File: src/rtl/dm_arbiter_if.sv
// dm_arbiter bus bundle: MEM-stage port, debug/loader port and DM macro port.
// The slave modport is the arbiter's view; master is the requester/memory side.
interface dm_arbiter_if #(
    parameter int ADDR_W = 10
);
    logic              cpu_re;
    logic              cpu_we;
    logic [31:0]       cpu_addr;
    logic [31:0]       cpu_wdata;
    logic [31:0]       cpu_rdata;
    logic              cpu_stall;
    logic              dbg_valid;
    logic              dbg_we;
    logic [ADDR_W-1:0] dbg_addr;
    logic [31:0]       dbg_wdata;
    logic              dbg_ready;
    logic              dbg_rvalid;
    logic [31:0]       dbg_rdata;
    logic              dbg_lock;
    logic              dbg_locked;
    logic [ADDR_W-1:0] dm_a;
    logic [31:0]       dm_d;
    logic              dm_we;
    logic [31:0]       dm_spo;

    modport slave (
        input  cpu_re, cpu_we, cpu_addr, cpu_wdata,
        input  dbg_valid, dbg_we, dbg_addr, dbg_wdata, dbg_lock,
        input  dm_spo,
        output cpu_rdata, cpu_stall,
        output dbg_ready, dbg_rvalid, dbg_rdata, dbg_locked,
        output dm_a, dm_d, dm_we
    );

    modport master (
        output cpu_re, cpu_we, cpu_addr, cpu_wdata,
        output dbg_valid, dbg_we, dbg_addr, dbg_wdata, dbg_lock,
        output dm_spo,
        input  cpu_rdata, cpu_stall,
        input  dbg_ready, dbg_rvalid, dbg_rdata, dbg_locked,
        input  dm_a, dm_d, dm_we
    );
endinterface

File: src/rtl/dm_arbiter.sv
// dm_arbiter: shares the single DM port between the MEM stage and debug/loader.
// CPU has priority; a wait counter force-grants debug; LOCK gives loader ownership.
module dm_arbiter #(
    parameter int ADDR_W   = 10,
    parameter int MAX_WAIT = 4
) (
    input  logic         clk,
    input  logic         rst,
    dm_arbiter_if.slave  bus
);
    typedef enum logic {
        S_CPU  = 1'b0,
        S_LOCK = 1'b1
    } state_t;

    localparam logic [3:0] LP_MAX = 4'(MAX_WAIT);

    state_t      r_state;
    logic [3:0]  r_wait;
    logic        r_locked;
    logic        r_rvalid;
    logic [31:0] r_rdata;

    logic              w_cpu_act;
    logic              w_dbg_gnt;
    logic              w_xfer;
    logic              w_rd_acc;
    logic [ADDR_W-1:0] w_cpu_idx;
    logic              w_unused_addr;

    assign w_cpu_act     = bus.cpu_re | bus.cpu_we;
    assign w_cpu_idx     = bus.cpu_addr[ADDR_W+1:2];
    assign w_unused_addr = ^{bus.cpu_addr[31:ADDR_W+2], bus.cpu_addr[1:0]};

    // Debug wins when locked, when the CPU is idle, or once it has waited long enough.
    assign w_dbg_gnt = (r_state == S_LOCK)
                     | (bus.dbg_valid & (~w_cpu_act | (r_wait == LP_MAX)));

    assign w_xfer   = bus.dbg_valid & w_dbg_gnt;
    assign w_rd_acc = w_xfer & ~bus.dbg_we;

    // Steer the DM port and build the per-requester responses from the grant.
    always_comb begin
        bus.dm_a      = w_cpu_idx;
        bus.dm_d      = bus.cpu_wdata;
        bus.dm_we     = 1'b0;
        bus.cpu_rdata = '0;
        bus.cpu_stall = 1'b0;
        bus.dbg_ready = 1'b0;
        if (w_dbg_gnt) begin
            bus.dm_a      = bus.dbg_addr;
            bus.dm_d      = bus.dbg_wdata;
            bus.dm_we     = bus.dbg_valid & bus.dbg_we;
            bus.dbg_ready = 1'b1;
            bus.cpu_stall = w_cpu_act;
        end else begin
            bus.dm_we = bus.cpu_we;
            if (bus.cpu_re & ~bus.cpu_we)
                bus.cpu_rdata = bus.dm_spo;
        end
        // Reset must never let a write or a handshake slip through.
        if (rst) begin
            bus.dm_we     = 1'b0;
            bus.cpu_stall = 1'b0;
            bus.dbg_ready = 1'b0;
        end
    end

    assign bus.dbg_locked = r_locked;
    assign bus.dbg_rvalid = r_rvalid;
    assign bus.dbg_rdata  = r_rdata;

    // Ownership FSM: lock follows dbg_lock one edge later.
    always_ff @(posedge clk or posedge rst) begin
        if (rst) begin
            r_state  <= S_CPU;
            r_locked <= 1'b0;
        end else begin
            unique case (r_state)
                S_CPU: begin
                    if (bus.dbg_lock) begin
                        r_state  <= S_LOCK;
                        r_locked <= 1'b1;
                    end
                end
                S_LOCK: begin
                    if (!bus.dbg_lock) begin
                        r_state  <= S_CPU;
                        r_locked <= 1'b0;
                    end
                end
                default: begin
                    r_state  <= S_CPU;
                    r_locked <= 1'b0;
                end
            endcase
        end
    end

    // Starvation counter and registered debug read return.
    always_ff @(posedge clk or posedge rst) begin
        if (rst) begin
            r_wait   <= '0;
            r_rvalid <= 1'b0;
            r_rdata  <= '0;
        end else begin
            if (!bus.dbg_valid || w_xfer)
                r_wait <= '0;
            else if (w_cpu_act && r_wait != LP_MAX)
                r_wait <= r_wait + 4'd1;
            r_rvalid <= w_rd_acc;
            if (w_rd_acc)
                r_rdata <= bus.dm_spo;
        end
    end
endmodule

File: src/flat_wrapper.sv
// flat-port wrapper written by rule: the top's interface ports become plain ports
module dm_arbiter_flat 
#(
    parameter int ADDR_W   = 10,
    parameter int MAX_WAIT = 4
)
  (clk, rst, bus_cpu_re, bus_cpu_we, bus_cpu_addr, bus_cpu_wdata, bus_dbg_valid, bus_dbg_we, bus_dbg_addr, bus_dbg_wdata, bus_dbg_lock, bus_dm_spo, bus_cpu_rdata, bus_cpu_stall, bus_dbg_ready, bus_dbg_rvalid, bus_dbg_rdata, bus_dbg_locked, bus_dm_a, bus_dm_d, bus_dm_we);
  dm_arbiter_if #(.ADDR_W(ADDR_W)) bus_i ();
  input  logic clk;
  input  logic rst;
  input wire logic [$bits(bus_i.cpu_re)-1:0] bus_cpu_re;
  input wire logic [$bits(bus_i.cpu_we)-1:0] bus_cpu_we;
  input wire logic [$bits(bus_i.cpu_addr)-1:0] bus_cpu_addr;
  input wire logic [$bits(bus_i.cpu_wdata)-1:0] bus_cpu_wdata;
  input wire logic [$bits(bus_i.dbg_valid)-1:0] bus_dbg_valid;
  input wire logic [$bits(bus_i.dbg_we)-1:0] bus_dbg_we;
  input wire logic [$bits(bus_i.dbg_addr)-1:0] bus_dbg_addr;
  input wire logic [$bits(bus_i.dbg_wdata)-1:0] bus_dbg_wdata;
  input wire logic [$bits(bus_i.dbg_lock)-1:0] bus_dbg_lock;
  input wire logic [$bits(bus_i.dm_spo)-1:0] bus_dm_spo;
  output wire logic [$bits(bus_i.cpu_rdata)-1:0] bus_cpu_rdata;
  output wire logic [$bits(bus_i.cpu_stall)-1:0] bus_cpu_stall;
  output wire logic [$bits(bus_i.dbg_ready)-1:0] bus_dbg_ready;
  output wire logic [$bits(bus_i.dbg_rvalid)-1:0] bus_dbg_rvalid;
  output wire logic [$bits(bus_i.dbg_rdata)-1:0] bus_dbg_rdata;
  output wire logic [$bits(bus_i.dbg_locked)-1:0] bus_dbg_locked;
  output wire logic [$bits(bus_i.dm_a)-1:0] bus_dm_a;
  output wire logic [$bits(bus_i.dm_d)-1:0] bus_dm_d;
  output wire logic [$bits(bus_i.dm_we)-1:0] bus_dm_we;
  assign bus_i.cpu_re = bus_cpu_re;
  assign bus_i.cpu_we = bus_cpu_we;
  assign bus_i.cpu_addr = bus_cpu_addr;
  assign bus_i.cpu_wdata = bus_cpu_wdata;
  assign bus_i.dbg_valid = bus_dbg_valid;
  assign bus_i.dbg_we = bus_dbg_we;
  assign bus_i.dbg_addr = bus_dbg_addr;
  assign bus_i.dbg_wdata = bus_dbg_wdata;
  assign bus_i.dbg_lock = bus_dbg_lock;
  assign bus_i.dm_spo = bus_dm_spo;
  assign bus_cpu_rdata = bus_i.cpu_rdata;
  assign bus_cpu_stall = bus_i.cpu_stall;
  assign bus_dbg_ready = bus_i.dbg_ready;
  assign bus_dbg_rvalid = bus_i.dbg_rvalid;
  assign bus_dbg_rdata = bus_i.dbg_rdata;
  assign bus_dbg_locked = bus_i.dbg_locked;
  assign bus_dm_a = bus_i.dm_a;
  assign bus_dm_d = bus_i.dm_d;
  assign bus_dm_we = bus_i.dm_we;
  dm_arbiter #(.ADDR_W(ADDR_W), .MAX_WAIT(MAX_WAIT)) u_core (.clk(clk), .rst(rst), .bus(bus_i));
endmodule
File: config.mk
export PLATFORM = sky130hd
export DESIGN_NAME = dm_arbiter_flat
export DESIGN_NICKNAME = d
export VERILOG_FILES = /design/src/rtl/dm_arbiter_if.sv /design/src/rtl/dm_arbiter.sv /design/src/flat_wrapper.sv
export SDC_FILE = /design/constraint.sdc
export NUM_CORES = 1
export LEC_CHECK = 0
export BUFFER_PORTS_ARGS = -buffer_cell sky130_fd_sc_hd__buf_2
export CORE_AREA = 8 8 94 96
export DETAILED_ROUTE_END_ITERATION = 7
export DIE_AREA = 0 0 102 104
export MAX_ROUTING_LAYER = met4
export PLACE_DENSITY = 0.76
export REMOVE_ABC_BUFFERS = 1
export SLEW_MARGIN = 0
export SYNTH_ARGS = -nofsm -noshare
export SYNTH_HDL_FRONTEND = slang
export SYNTH_SLANG_ARGS = --single-unit
File: constraint.sdc
create_clock -name clk -period 2.9 [get_ports clk]
set_clock_uncertainty 0.2 [all_clocks]
set_input_delay 0.435 -clock clk [delete_from_list [all_inputs] [get_ports clk]]
set_output_delay 0.435 -clock clk [all_outputs]
set_load 0.005 [all_outputs]
* Yosys cells after proc, flatten, opt, wreduce, memory -nomap -nowiden
Cells that the tools add are included.
Storage, ports and cells: word-level logic and storage cells 43, bits of input ports 145, output and inout port bits 111, bits in registers 39
Operators by class: eq/ne operators 4, mux-type cells 16, add/subtract/negate cells 1, bitwise logic cells 12, reduce and logical (&&, ||, !) cells 5
Operators by type and width (number):
- $mux W32 | 3
- $mux W10 | 1
- $mux W1 | 9
- $mux W4 | 2
- $and A1 B1 Y1 | 5
- $add A4 B1 Y4 const B | 1
- $eq A4 B3 Y1 const B | 1
- $ne A2 B2 Y1 const B | 2
- $ne A4 B3 Y1 const B | 1
- $not A1 Y1 | 4
- $or A1 B1 Y1 | 3
- $pmux W1 S2 | 1
- $reduce_and A2 Y1 | 1
- $reduce_bool A2 Y1 | 1
- $logic_and A1 B1 Y1 | 1
- $logic_not A1 Y1 | 1
- $logic_or A1 B1 Y1 | 1

* Depth between registers and ports, before layout
Gate-level depths: netlist of run 1.
word-level depth 8, mapped depth 7, mapped depth without buffers 5

* Least setup slack after synthesis of run 1
Ideal clock, no wire load.
kind register to output, from register u_core.r_wait[0], to output port bus_dm_d[1], slack 0.440 ns, cell stages (with the launch flop) 8, arrival 1.825 ns, buffers on the path 2, required time 2.265 ns, path through dfrtp_1 inv_1 ha_1 and3b_1 buf_2 o31ai_4 buf_6 mux2_2
On the way: word-level cells in the longest chain between the ends 5
RTL lines:
- from (decl) | RTL line dm_arbiter.sv:19 | logic [3:0] r_wait;
- from (signal assigned) | RTL line dm_arbiter.sv:110 | r_wait <= r_wait + 4'd1;
- $eq A4 B3 Y1 | RTL line dm_arbiter.sv:37 | | (bus.dbg_valid & (~w_cpu_act | (r_wait == LP_MAX)));
- $or A1 B1 Y1 | RTL line dm_arbiter.sv:37
- $and A1 B1 Y1 | RTL line dm_arbiter.sv:37
- $or A1 B1 Y1 | RTL line dm_arbiter.sv:37
- $mux W32 | RTL line dm_arbiter.sv:50 | if (w_dbg_gnt) begin
- to (decl) | RTL line flat_wrapper.sv:28 | output wire logic [$bits(bus_i.dm_d)-1:0] bus_dm_d;
Every way passes these cells.

* Final worst setup path of run 1
from register u_core.r_wait[0], to output port bus_dm_d[24]
The elaborated chain is that of the path after synthesis.

==> results of run 1 <==
-- sequential cells by signal, summed over array words and instances, names as in the netlist --
signal,cells
u_core.r_wait,4
u_core.bus.dbg_locked,1
u_core.bus.dbg_rdata,32
u_core.bus.dbg_rvalid,1
u_core.r_state,1
-- cell families after synthesis --
family / after synthesis
muxes: 74
and+or+nand+nor: 47
DFF: 39
buffers and inverters: 19
AOI/OAI and AO/OA: 6
xor gates and xnor gates: 2
adders and majority gates: 2
-- Yosys cell counts (all sizes together) --
cell type / n
o31ai: 1
and3: 4
inv: 6
a2111oi: 1
buf: 8
and2: 32
o32ai: 1
mux2: 74
nor3: 1
nor2: 3
o21ai: 1
o311ai: 1
nand3: 1
dfrtp: 39
nor3b: 1
clkbuf: 5
and3b: 1
a21o: 1
nand2: 3
or2: 1
ha: 2
xnor2: 1
xor2: 1
-- worst max-delay path: stages, from the launching register on --
cell	delay [ns]
dfrtp_1	0.40
inv_2	0.05
ha_1	0.19
and3b_2	0.26
o31ai_4	0.28
buf_6	0.18
clkbuf_16	0.15
mux2_2	0.35
buf_6	0.12
-- power by group --
group	internal [mW]	switching (mW)	total [mW]	leakage, nW
registers	0.633	0.0402	0.673	0.469
clock network	0.256	0.190	0.446	0.0581
logic	0.368	0.236	0.604	1.74
-- per-layer routing --
layer | vias to the layer above | global-route usage, % | routed length, µm
met1 | 1088 | 14.64 | 3162
met4 | 0 | 6.925 | 261
met5 | - | - | 0
met3 | 20 | 6.091 | 1171
met2 | 174 | 29.49 | 5010
li1 | 1145 | - | -
-- area by class of cell --
type	count	area, µm²
clock buffers	5	68.82
clock inverters	3	43.79
fillers	669	3388
inverters	6	22.52
multi-input cells	131	1336
flip-flops and latches	39	975.9
well taps	102	127.6
repair buffers	249	1484
-- worst paths after layout --
kind	cells past startpoint	end
max	8	bus_dm_d[24]
min	1	u_core.r_state
max reg2reg	7	u_core.bus.dbg_rdata[3]
min reg2reg	1	u_core.bus.dbg_rdata[28]
max in group asynchronous	3	u_core.bus.dbg_rdata[10]
min in group asynchronous	3	u_core.bus.dbg_rdata[4]
-- repair_timing --
item / 4_1_cts / 5_1_grt
pin swaps: 1 / 1
buffers inserted: 3 / 3
hold buffers: 0 / 0
gates resized for setup: 1 / 40
endpoints found under the setup margin: 41 / 73
gates cloned: 1 / 5
endpoints found under the hold margin: 0 / 0
-- metrics by stage --
stage	util (%)	setup WS (ns)	total power [mW]	cell area [µm²]	hold WS, ns
after floorplan	-	-0.2253	0.9028	2251	0.2664
after global routing	54.50	-0.08603	1.824	4059	0.06991
final	54.50	-0.005161	1.723	4059	0.07897
after CTS	50.60	0.02027	1.672	3769	0.06602
after detailed placement	48.34	0.2399	1.205	3600	0.2884
after global placement	48.34	0.2613	1.189	3600	0.2831
==> results.yml, run 1 <==
clocking:
  root_buffer: "clkbuf_8"
  cts_tree: "done"
  cts_buffers: 5
  cts_buffer_depth: 2
  clk_pin_slew_ns: 0.08
  clkLatencyLatePin_ns: 0.28
  cts_sinks: 39
  h-tree-depth: 2
synth:
  synth_area_mm2: 0.002354
  synthMuxAreaShare_pct: 35.41
  synth_top_family_by_area: "multiplexers"
  synth_xor_area_share_pct: 0.7443
  synth_top_area_share_pct: 41.47
  synth_compound_area_share_pct: 4.094
  yosysSeqAreaShare_pct: 41.47
  synth_area_leaders: "dfrtp_1 (41%), mux2_2 (32%), and2_1 (8.5%)"
  yosysTopAreaCell: "dfrtp_1"
  postSynthCellCount: 189
  syn_avg_cell_area_um2: 12.45
  yosysWarnings: 0
  synthSimpleGateAreaFrac_pct: 11.91
  yosys.area_share.adder_pct: 1.063
  ys_ff_latch: 39
  synth_cell_types: 25
timing:
  timing.fmax_mhz: 344.2
  slew_violations: 0
  fin_crit_ns: 2.905
  min_period_over_period_pct: 100.2
  slew_headroom_pct: 66.18
  finalSetupViolCount: 1
  fin_ws_ns: -0.005161
  worst_pin_slew_ns: 0.5035
  rsz0062_at_grt: "yes"
  setup_tns_ns: -0.005161
  finalHoldViolCount: 0
cells_and_area:
  area_growth_pct: 72.46
  layout.nets: 579
  fin_cells: 535
  layout_commonest_cell: "buf_2"
  final_cell_mix: "buf_2 (220), mux2_2 (49), dfrtp_1 (39)"
  diodes: 0
  drive_above_1_share_pct: 77.14
worst_hold_path:
  hold_path_startpoint: "bus_dbg_lock"
  hold_path_class: "input port to flop"
grt:
  antenna_found_initial: 0
  grt_pass1_wl_um: 13090
  grt_pass1_vias: 2600
  grt_use_total_pct: 16.31
  grt_max_degree: 40
  grt-ovfl-total: 0
floorplanning:
  start_util_pct: 31.60
  dieHeight_um: 104
  io_pins: 256
  die_w_um: 102
  core_mm2: 0.007447
  rows: 32
  dieArea_mm2: 0.01061
detailed_routing:
  wl_per_cell_um: 17.96
  postRouteWirelength_um: 9606
  drc_errors: 0
  antenna_left: 0
  drtIter0Drc: 54
  via_count: 2427
  dr.pass1.iters: 4
  vias_per_cell: 4.536
worst_setup_path:
  worstSetupStartpointType: "flop"
  cp_max_fo: 5
  setup.worst_path.class: "flop to output port"
  r2r-start: "u_core.r_wait[0]"
  setup.worst_path.start: "u_core.r_wait[0]"
  endpoint_kind: "output port"
  crit_arrival_ns: 2.27
  cp.required_ns: 2.27
  ff2ff_setup_slack_ns: 0.42
run:
  maxCapViolCount: 0
placement:
  gp_congestion: 0.8521
  placed_cells: 515
  portBuffers: 233
  place_hpwl_um: 7621
pwr:
  p_leak_nw: 2.264
  powerDensity_mw_per_mm2: 424.5
  peakVddDrop_mv: 0.1947
run_status:
  failed_checks: "setup timing"
  status: "finished with violations"
Power figures use the tool's default switching activity.
==> inputs of run 2 (changes only) <==
BUFFER_PORTS_ARGS = -buffer_cell sky130_fd_sc_hd__buf_4   (was -buffer_cell sky130_fd_sc_hd__buf_2)
==> results.yml, run 2 (synthesis results as in run 1) <==
cells_and_area:
  fin_cells: 537
  area_growth_pct: 95.96
  layout.nets: 581
  diodes: 0
  drive_above_1_share_pct: 76.55
  layout_commonest_cell: "buf_4"
  fin_util_pct: 61.93
  largest_reg_flops: 32
  design_area_mm2: 0.004612
  final_cell_mix: "buf_4 (230), mux2_2 (42), dfrtp_1 (39)"
clocking:
  cts_buffers: 5
  root_buffer: "clkbuf_8"
  cts_buffer_depth: 2
  clk_pin_slew_ns: 0.08
  clkLatencyLatePin_ns: 0.28
  h-tree-depth: 2
  cts_tree: "done"
  cts_sinks: 39
worst_hold_path:
  hold_path_startpoint: "bus_dbg_lock"
  hold_path_class: "input port to flop"
grt:
  grt_max_degree: 40
  antenna_found_initial: 0
  grt_use_total_pct: 17.44
  grt_pass1_wl_um: 13970
  grt-ovfl-total: 0
  grt_pass1_vias: 2727
worst_setup_path:
  setup.worst_path.start: "u_core.r_wait[0]"
  r2r.worst_path.cells: 7
  ff2ff_setup_slack_ns: 0.50
  r2r-start: "u_core.r_wait[0]"
  setup.worst_path.class: "flop to output port"
  crit_arrival_ns: 2.20
  critPathCapture: "bus_dm_d[19]"
  worstSetupStartpointType: "flop"
  reg2reg_to: "u_core.bus.dbg_rdata[8]"
  cp.required_ns: 2.27
  cp_max_fo: 5
  endpoint_kind: "output port"
floorplanning:
  core_mm2: 0.007447
  dieArea_mm2: 0.01061
  die_w_um: 102
  rows: 32
  dieHeight_um: 104
  start_util_pct: 31.60
  io_pins: 256
timing:
  slew_headroom_pct: 67.73
  finalHoldViolCount: 0
  rsz0062_at_grt: "yes"
  finalSetupViolCount: 0
  worst_pin_slew_ns: 0.4841
  min_period_over_period_pct: 97.59
  slew_violations: 0
  fin_ws_ns: 0.06984
  fin_crit_ns: 2.830
  timing.fmax_mhz: 353.3
detailed_routing:
  drtIter0Drc: 35
  wl_per_cell_um: 19.22
  postRouteWirelength_um: 10320
  dr.pass1.iters: 4
  vias_per_cell: 4.544
  antenna_left: 0
  via_count: 2440
  drc_errors: 0
placement:
  portBuffers: 233
  pre_cts_slack_ns: 0.2503
  place_hpwl_um: 8154
  gp_congestion: 0.8442
  placed_area_mm2: 0.004178
  placed_cells: 516
pwr:
  powerDensity_mw_per_mm2: 381.7
  peakVddDrop_mv: 0.1820
  p_leak_nw: 2.432
  power_mw: 1.760
run:
  maxCapViolCount: 0
run_status:
  status: "finished, final reports clean"
run 2: cell count changes in the layout (fill, tap and decap cells not counted), sizes merged:
cell / delta
buf: +1
bufinv: -1
clkbuf: +2
clkinv: -1
clkinvlp: +1
run 2: what timing repair did:
item / 4_1_cts / 5_1_grt
resized for setup: 1 / 43
hold buffers: 0 / 0
pin swaps: 1 / 1
setup endpoints to repair: 41 / 73
buffers inserted: 2 / 4
gates cloned: 1 / 6
run 2: layout make-up:
cell class / count / area, µm²
Timing Repair Buffer: 251 / 2047
Clock inverter: 2 / 12.51
Inverter: 6 / 22.52
Fill cell: 643 / 2835
Tap cell: 102 / 127.6
Multi-Input combinational cell: 131 / 1354
Clock buffer: 6 / 72.57
Sequential cell: 39 / 975.9
run 2: how the worst min path moves through the flow:
stage                          endpoint  cells after the start
3_3_place_gp    u_core.bus.dbg_rdata[7]                      1
6_report                 u_core.r_state                      1
5_1_grt                  u_core.r_state                      1
4_1_cts                  u_core.r_state                      1
3_5_place_dp   u_core.bus.dbg_rdata[28]                      1
2_1_floorplan            u_core.r_state                      0
run 2: critical path: stages, from the launching register on:
cell       delay (ns)
dfrtp_1          0.38
inv_2            0.05
ha_2             0.16
and3b_2          0.26
o31ai_4          0.27
buf_6            0.18
clkbuf_16        0.15
mux2_2           0.32
buf_4            0.14
run 2: per-stage QoR:
step           setup TNS, ns  hold WS (ns)
5_1_grt             -0.03461       0.06010
3_5_place_dp               0        0.2941
2_1_floorplan         -9.222        0.2664
3_3_place_gp               0        0.2887
4_1_cts             -0.03638       0.06512
6_report                   0       0.07799
run 2: per-layer routing:
| layer | track usage (%) | vias to the layer above | share of wire (%) |
|---|---|---|---|
| li1 | - | 1145 | - |
| met1 | 14.94 | 1130 | 31 |
| met2 | 31.31 | 149 | 53 |
| met3 | 8.166 | 16 | 12 |
| met4 | 7.240 | 0 | 3.0 |
| met5 | - | - | 0 |
run 2: power breakdown:
group	internal [mW]	switching (mW)	total (mW)
Combinational	0.490	0.247	0.737
Sequential	0.634	0.0467	0.680
Clock	0.168	0.175	0.343
Total	1.29	0.469	1.76
==> inputs of run 3 (changes only) <==
CORE_AREA = not set   (was 8 8 94 96)
CORE_ASPECT_RATIO = 1.25   (was not set)
CORE_MARGIN = 8   (was not set)
CORE_UTILIZATION = 31   (was not set)
DIE_AREA = not set   (was 0 0 102 104)
GPL_TIMING_DRIVEN = 0   (was not set)
clock period = 2.5 ns   (was 2.9 ns; I/O delays follow)
==> results.yml, run 3 (synthesis results as in run 1) <==
detailed_routing:
  wl_per_cell_um: 21.37
  dr.pass1.iters: 4
  vias_per_cell: 4.699
  drtIter0Drc: 34
  via_count: 2509
  antenna_left: 0
  postRouteWirelength_um: 11410
  drc_errors: 0
grt:
  met3_usage_pct: 10.84
  grt_max_degree: 41
  use_met1_pct: 21.32
  grt_use_total_pct: 20.81
  antenna_found_initial: 0
  grt_pass1_wl_um: 16100
  grt-ovfl-total: 0
  grt_use_met2_pct: 34.58
  grt_busiest_layer: "met2"
  grt_pass1_vias: 2743
clocking:
  root_buffer: "clkbuf_8"
  clkLatencyLatePin_ns: 0.28
  cts_buffers: 5
  h-tree-depth: 2
  cts_buffer_depth: 2
  cts_hold_buf: 0
  cts_tree: "done"
  clk_pin_slew_ns: 0.08
  cts_sinks: 39
placement:
  portBuffers: 233
  placed_area_mm2: 0.004173
  gp_congestion: 0.8443
  place_hpwl_um: 9097
pwr:
  powerDensity_mw_per_mm2: 476.0
  p_leak_nw: 2.555
  peakVddDrop_mv: 0.2541
timing:
  timing.hold.ws_ns: 0.01357
  slew_violations: 0
  slew_headroom_pct: 44.51
  worst_pin_slew_ns: 0.8312
  fin_ws_ns: -0.2891
  rsz0062_at_grt: "yes"
  finalSetupViolCount: 75
  fin_crit_ns: 2.789
  timing.fmax_mhz: 358.5
  finalHoldViolCount: 0
  min_period_over_period_pct: 111.6
cells_and_area:
  diodes: 0
  area_growth_pct: 107.5
  fill_cells: 558
  design_area_mm2: 0.004885
  final_cell_mix: "buf_4 (213), mux2_2 (43), dfrtp_1 (39)"
  largest_reg_flops: 32
  layout_commonest_cell: "buf_4"
  layout.nets: 588
  drive_above_1_share_pct: 79.64
worst_setup_path:
  slowest_delay_ns: 0.38
  crit_arrival_ns: 2.21
  cp_top_family: "buffers and inverters"
  cp.required_ns: 1.92
  crit_buf_inv: 5
  setup.worst_path.class: "flop to output port"
  path_cells: "inv_2 > ha_4 > and3b_2 > buf_4 > buf_12 > a2111oi_4 > buf_4 > and2_1 > buf_4"
  cp_max_fo: 10
  crit_path_frequent_cell: "buf_4"
  slowest_stage: "dfrtp_1"
  worstSetupStartpointType: "flop"
  endpoint_kind: "output port"
floorplanning:
  dieArea_mm2: 0.01065
  io_pins: 256
  die_w_um: 93.94
  core_mm2: 0.007357
  dieHeight_um: 113.4
  rows: 35
  start_util_pct: 31.99
run:
  maxCapViolCount: 0
worst_hold_path:
  hold_path_class: "input port to flop"
run_status:
  status: "finished with violations"
  failed_checks: "setup timing"
[run 3: cell type report]
| cell class | instances | area (µm²) | area share, % |
|---|---|---|---|
| timing repair buffer | 257 | 2220 | 45.44 |
| multi-input combinational | 132 | 1419 | 29.05 |
| sequential | 39 | 975.9 | 19.98 |
| tap | 92 | 115.1 | 2.357 |
| clock buffer | 6 | 72.57 | 1.486 |
| clock inverter | 2 | 60.06 | 1.230 |
| inverter | 6 | 22.52 | 0.4611 |
[run 3: where the power goes]
group / leakage, nW / switching (mW) / internal [mW]
clock network: 0.0654 / 0.211 / 0.399
registers: 0.469 / 0.0584 / 0.735
logic: 2.02 / 0.311 / 0.611
[run 3: what timing repair did]
action                     in CTS  in global routing
buffers inserted               17                  0
cloned                          5                  0
gates resized for setup        65                 18
setup endpoints to repair     108                 76
pin swaps                       5                  0
[run 3: worst register-to-register path: stages (launching register included)]
cell and delay [ns]:
dfrtp_1 0.38, inv_2 0.07, ha_4 0.15, and3b_2 0.24
buf_4 0.17, o311ai_4 0.30, buf_4 0.26, mux2_2 0.36
[run 3: worst paths after layout]
kind | start | endpoint | slack [ns] | depth (start not counted)
setup reg to reg | u_core.r_wait[0] | u_core.bus.dbg_rdata[2] | 0.27 | 7
hold reg to reg | u_core.bus.dbg_rdata[29] | u_core.bus.dbg_rdata[29] | 0.31 | 1
max in group asynchronous | rst | u_core.bus.dbg_rdata[14] | 1.49 | 2
min in group asynchronous | rst | u_core.bus.dbg_rdata[20] | 0.07 | 2
setup / recovery | u_core.r_wait[0] | bus_cpu_rdata[6] | -0.29 | 9
hold / removal | bus_dbg_lock | u_core.r_state | 0.01 | 1
[run 3: layer usage]
metal / wire length [µm] / vias to the layer above
li1: - / 1161
met1: 4176 / 1166
met3: 1609 / 10
met2: 5465 / 172
met4: 163 / 0
met5: 0 / -
[run 3: metrics by stage]
stage / worst slack [ns] / cells / utilization (%) / power, mW / setup TNS, ns
6_report: -0.2891 / 534 / 66.39 / 2.325 / -17.37
5_1_grt: -0.3978 / 534 / 66.39 / 2.441 / -24.60
4_1_cts: -0.2844 / 534 / 65.63 / 2.339 / -16.60
3_5_place_dp: -0.7145 / 504 / 56.72 / 1.584 / -37.66
3_3_place_gp: -1.204 / 501 / 55.94 / 1.553 / -84.24
2_1_floorplan: -0.5653 / 176 / - / 1.047 / -25.97
